==> src/rtl/pkt_fifo_arbiter.sv <==
// rtl/pkt_fifo_arbiter.sv - packet-atomic round-robin arbiter feeding one output FIFO
// Optional watchdog on a stalled packet: define PKT_ARB_TIMEOUT_EN.
module pkt_fifo_arbiter #(
  parameter int NREQ        = 2,
  parameter int DW          = 16,
  parameter int PKT_MAX     = 64,
  parameter int FIFO_DEPTH  = 1024,
  parameter int AW          = 11,
  parameter int TIMEOUT_CYC = 4096
) (
  input  logic               clk,
  input  logic               rst,
  input  logic [NREQ-1:0]    req_i,
  input  logic [NREQ-1:0]    src_wr_i,
  input  logic [NREQ*DW-1:0] src_data_i,
  input  logic [NREQ-1:0]    done_i,
  output logic [NREQ-1:0]    grant_o,
  input  logic [AW-1:0]      fifo_wcnt_i,
  input  logic               fifo_full_i,
  output logic               fifo_wr_o,
  output logic [DW-1:0]      fifo_data_o,
  output logic               busy_o,
  output logic [15:0]        pkt_cnt_o,
  output logic [1:0]         err_o,
  input  logic               err_clr_i
);

  localparam int IW = (NREQ > 1) ? $clog2(NREQ) : 1;
  localparam int CW = $clog2(PKT_MAX + 1);
  localparam logic [AW:0] DEPTH_X = (AW+1)'(FIFO_DEPTH);
  localparam logic [AW:0] NEED_X  = (AW+1)'(PKT_MAX + 1);

  typedef enum logic [1:0] {IDLE, XFER, GAP} state_t;

  state_t        r_state;
  logic [IW-1:0] r_ptr;
  logic [IW-1:0] r_idx;
  logic [CW-1:0] r_wcnt;
  logic [7:0]    r_seq [NREQ];
  logic [1:0]    r_err;

  logic [AW:0]   w_cnt_x;
  logic          w_elig;
  logic          w_any;
  logic [IW-1:0] w_pick;
  logic [IW-1:0] w_j;
  logic          w_wr;
  logic          w_done;
  logic [DW-1:0] w_data;
  logic          w_drop;
  logic [DW-1:0] w_hdr;

  // Guard the subtraction so an out-of-range fill count can never wrap into "eligible".
  assign w_cnt_x = {1'b0, fifo_wcnt_i};
  assign w_elig  = (w_cnt_x <= DEPTH_X) && ((DEPTH_X - w_cnt_x) >= NEED_X);

  always_comb begin
    w_any  = 1'b0;
    w_pick = '0;
    w_j    = '0;
    for (int i = 1; i <= NREQ; i++) begin
      w_j = IW'((int'(r_ptr) + i) % NREQ);
      if (!w_any && req_i[w_j]) begin
        w_any  = 1'b1;
        w_pick = w_j;
      end
    end
  end

  always_comb begin
    w_wr   = 1'b0;
    w_done = 1'b0;
    w_data = '0;
    for (int k = 0; k < NREQ; k++) begin
      if (r_idx == IW'(k)) begin
        w_wr   = src_wr_i[k];
        w_done = done_i[k];
        w_data = src_data_i[k*DW +: DW];
      end
    end
  end

  assign w_drop = w_wr && ((r_wcnt == CW'(PKT_MAX)) || fifo_full_i);
  assign w_hdr  = DW'({4'hA, 4'(w_pick), r_seq[w_pick]});
  assign err_o  = r_err;

`ifdef PKT_ARB_TIMEOUT_EN
  localparam int TW = $clog2(TIMEOUT_CYC + 1);
  logic [TW-1:0] r_tmo;
`endif

  always_ff @(posedge clk or posedge rst) begin
    if (rst) begin
      r_state     <= IDLE;
      r_ptr       <= IW'(NREQ - 1);
      r_idx       <= '0;
      r_wcnt      <= '0;
      r_err       <= '0;
      grant_o     <= '0;
      fifo_wr_o   <= 1'b0;
      fifo_data_o <= '0;
      busy_o      <= 1'b0;
      pkt_cnt_o   <= '0;
      for (int k = 0; k < NREQ; k++) r_seq[k] <= '0;
`ifdef PKT_ARB_TIMEOUT_EN
      r_tmo       <= '0;
`endif
    end else begin
      // Clear first so a same-cycle set (assigned later) takes precedence.
      if (err_clr_i) r_err <= '0;
      case (r_state)
        IDLE: begin
          fifo_wr_o <= 1'b0;
          if (w_any && w_elig) begin
            grant_o     <= NREQ'(1) << w_pick;
            r_ptr       <= w_pick;
            r_idx       <= w_pick;
            fifo_wr_o   <= 1'b1;
            fifo_data_o <= w_hdr;
            r_wcnt      <= '0;
            busy_o      <= 1'b1;
            r_state     <= XFER;
`ifdef PKT_ARB_TIMEOUT_EN
            r_tmo       <= '0;
`endif
          end
        end
        XFER: begin
          fifo_wr_o   <= w_wr && !w_drop;
          fifo_data_o <= w_data;
          if (w_wr && !w_drop) r_wcnt <= r_wcnt + CW'(1);
          if (w_drop) r_err[0] <= 1'b1;
          if (w_done) begin
            grant_o        <= '0;
            r_seq[r_idx]   <= r_seq[r_idx] + 8'd1;
            pkt_cnt_o      <= pkt_cnt_o + 16'd1;
            r_state        <= GAP;
          end
`ifdef PKT_ARB_TIMEOUT_EN
          else if (r_tmo == TW'(TIMEOUT_CYC - 1)) begin
            grant_o  <= '0;
            r_err[1] <= 1'b1;
            r_state  <= GAP;
          end else begin
            r_tmo <= r_tmo + TW'(1);
          end
`endif
        end
        GAP: begin
          fifo_wr_o <= 1'b0;
          busy_o    <= 1'b0;
          r_state   <= IDLE;
        end
        default: r_state <= IDLE;
      endcase
    end
  end

endmodule

==> config.mk <==
export PLATFORM = sky130hd
export DESIGN_NAME = pkt_fifo_arbiter
export DESIGN_NICKNAME = d
export VERILOG_FILES = /design/src/rtl/pkt_fifo_arbiter.sv
export SDC_FILE = /design/constraint.sdc
export NUM_CORES = 1
export LEC_CHECK = 0
export CORE_MARGIN = 2
export CORE_UTILIZATION = 34
export DETAILED_ROUTE_END_ITERATION = 8
export DONT_BUFFER_PORTS = 1
export SYNTH_ARGS = -nofsm -noshare
export SYNTH_HDL_FRONTEND = slang
export SYNTH_SLANG_ARGS = --single-unit
==> constraint.sdc <==
create_clock -name clk -period 2.5 [get_ports clk]
set_clock_uncertainty 0.1 [all_clocks]
set_input_delay 0.125 -clock clk [delete_from_list [all_inputs] [get_ports clk]]
set_output_delay 0.125 -clock clk [all_outputs]
set_load 0.005 [all_outputs]
==> metrics.txt <==
FILL cells 957; dominant cells by area after synthesis dfrtp_1, mux2_2, nand2_1; Mapped Nets between 300 and 400; row cnt 36; final worst-path cycle share roughly nine tenths; clk buf depth 2; layout overhead on the synthesized area 17.6%; DR pass1 iterations 4; Synth async-reset ratio 100%; Ports 91; Post-synth EDFFs 0; Hold Path Class in -> reg; Synth area leader dfrtp_1; largest family of logic cells by synthesized area simple AND/OR/NAND/NOR gates; DP HPWL 5.61 mm; PwrDens 1060 nW/um^2; core area 9770 sq um; first-pass GRT wire length 13.4 mm; Buffers on Ports 0; Synth Area in Simple Gates between 15 and 20%; area share of the largest cell type after synthesis 46.0%; Initial Util 35.1%; Antenna diodes 0; Cells after Synth 338; worst path arrival time about 2.4 ns; Clock H-tree levels 3; Final setup viols 0; DR vias/cell 5.27; endpoints failing hold 0; share of post-route cells with drive strength above 1 14.1%; Fmax achieved 0.445 GHz; status complete, no violations; drt wl/cell between 15 and 20 um; clock sink total 64; Synth Area per Inst 10.1 sq um; Remaining Overflow, GRT 0; number of max-cap violations 0; Max VDD drop 0.321 mV; Slew Limit Fails 0; die height between 100 and 150 um; post-route ant nets 0; multiplexer share of the synthesized area approximately 8%; clk root buf clkbuf_8; Overall Global Routing Usage 15.1%; Netlist cell types 55; worst-margin pin slew ~0.79 ns; Tot Pwr 4.28 mW; sequential area share after synthesis 46.8%; nets 426; clk_lat worst skew between 0.3 and 0.4 ns; post-synthesis compound-gate area fraction 14.7%; Setup CP Type reg -> reg; synthesized area 3430 sq um; most frequent cell after synthesis dfrtp_1; prevailing post-synth register cell dfrtp_1; RSZ-0062 raised after global routing false; DRT iter0 DRCs roughly 120; min Tclk post-route 2.25 ns; Seq cells post-synth 64; Worst Path Required 2.68 ns; DIE AREA around 11,000 sq um; Setup crit start kind flop; Ys Warns 0; Commonest cells post-synth dfrtp_1, nand2_1, o21ai_0; Vias about 2,600; clk slew on worst S/H paths 0.07 ns; largest net degree at the start of global routing 65; xor/xnor cell area share of the yosys netlist 7.41%; final wirelength 7.93 mm; Leak 1.78 nW; DRC viols 0; Worst Setup End Kind flop; placer congestion estimate 0.809; R2R Setup Slk about 0.25 ns; CTS buffer count 9; vias in the first global route between 2,000 and 3,000; crit path max fanout 18; Die W 104 um; TritonCTS clock tree done; initial antenna violation count 0; adder-cell share of the synthesized area slightly below 3%; Max-Slew Margin vs Limit 46.8%; Fin Setup TNS 0 ns
cell usage in the layout, fill, tap and decap left out, types with 3 or more instances in the layout:
cell type | synthesis | final
nor3_1 | 6 | 6
o211ai_1 | 3 | 3
clkbuf_8 | 0 | 11
o21ai_0 | 19 | 19
nand4b_1 | 3 | 3
a2bb2oi_1 | 3 | 3
inv_1 | 13 | 12
and3_1 | 3 | 3
dfrtp_1 | 63 | 63
nor2_1 | 15 | 15
nor2_2 | 3 | 3
a21o_1 | 7 | 7
buf_4 | 3 | 9
ha_1 | 8 | 8
xnor2_1 | 13 | 13
mux2i_1 | 9 | 9
mux2_2 | 14 | 14
nand3_1 | 12 | 12
a31oi_1 | 5 | 4
a21oi_1 | 16 | 16
nand4_1 | 8 | 8
nand2_1 | 38 | 38
dlygate4sd3_1 | 0 | 19
o31ai_1 | 7 | 7
nor2b_1 | 3 | 3
xor2_1 | 16 | 16
worst max-delay path, cell delays in order (launching register included):
cell,delay [ns]
dfrtp_1,0.42
inv_1,0.09
ha_1,0.34
clkinv_1,0.15
buf_4,0.22
o32ai_1,0.28
dlygate4sd3_1,0.58
per-layer routing:
| layer | wire (um) | track usage (%) |
|---|---|---|
| met2 | 3570 | 23.5 |
| met4 | 98 | 4.15 |
| met5 | 0 | 0 |
| met1 | 3570 | 19.4 |
| met3 | 689 | 6.02 |
kinds of logic after synthesis:
family / Yosys count
DFF: 64
adders and majority gates: 8
and+or+nand+nor: 108
xor gates and xnor gates: 29
buffers and inverters: 27
muxes: 25
AOI/OAI and AO/OA: 76
other: 1
power breakdown:
part	internal, mW	total (mW)	switching [mW]
registers	1.37	1.76	0.391
clock network	0.609	1.01	0.399
logic	0.705	1.52	0.814
total	2.68	4.28	1.60
sequential cells by signal (all words and copies together) (netlist names):
name / count
grant_o: 2
r_wcnt: 7
r_ptr: 1
r_idx: 1
err_o: 1
fifo_data_o: 16
busy_o: 1
r_seq: 16
pkt_cnt_o: 16
fifo_wr_o: 1
r_state: 2
final timing paths:
path,from,end,cells past startpoint
min in group asynchronous,rst,pkt_cnt_o[6]$_DFFE_PP0P_,3
worst max register to register,r_state[1]$_DFFE_PP0P_,err_o[0]$_DFF_PP0_,6
worst min register to register,r_seq[15]$_DFFE_PP0P_,r_seq[15]$_DFFE_PP0P_,1
worst max-delay path,r_state[1]$_DFFE_PP0P_,err_o[0]$_DFF_PP0_,6
max in group asynchronous,rst,r_ptr$_DFFE_PP1P_,3
worst min-delay path,src_data_i[3],fifo_data_o[3]$_DFFE_PP0P_,3
timing repair:
action,4_1_cts,5_1_grt
hold buffers,19,0
endpoints found under the hold margin,76,0
buffers inserted,0,0
gates resized for setup,0,0
setup endpoints to repair,0,0
area by class of cell:
cell class,instances,area (sq um),share of cell area [%]
Clock buffer,12,155,3.85
Clock inverter,3,65.1,1.61
Inverter,14,52.6,1.30
Multi-Input combinational cell,247,1710,42.5
Sequential cell,64,1600,39.7
Tap cell,133,166,4.13
Timing Repair Buffer,29,278,6.89
metrics by stage:
step	area [sq um]	hold slack [ns]	setup WS (ns)	utilization (%)	cells
finish	4030	0.0114	0.253	41.3	502
global route	4030	0.0194	0.127	41.3	502
CTS	4030	0.00405	0.261	41.3	502
detailed placement	3620	0.0152	0.379	37.1	468
global placement	3620	0.0120	0.403	37.1	468
floorplan	3430	0.117	0.328	-	338
(Power assumes the default switching activity.)
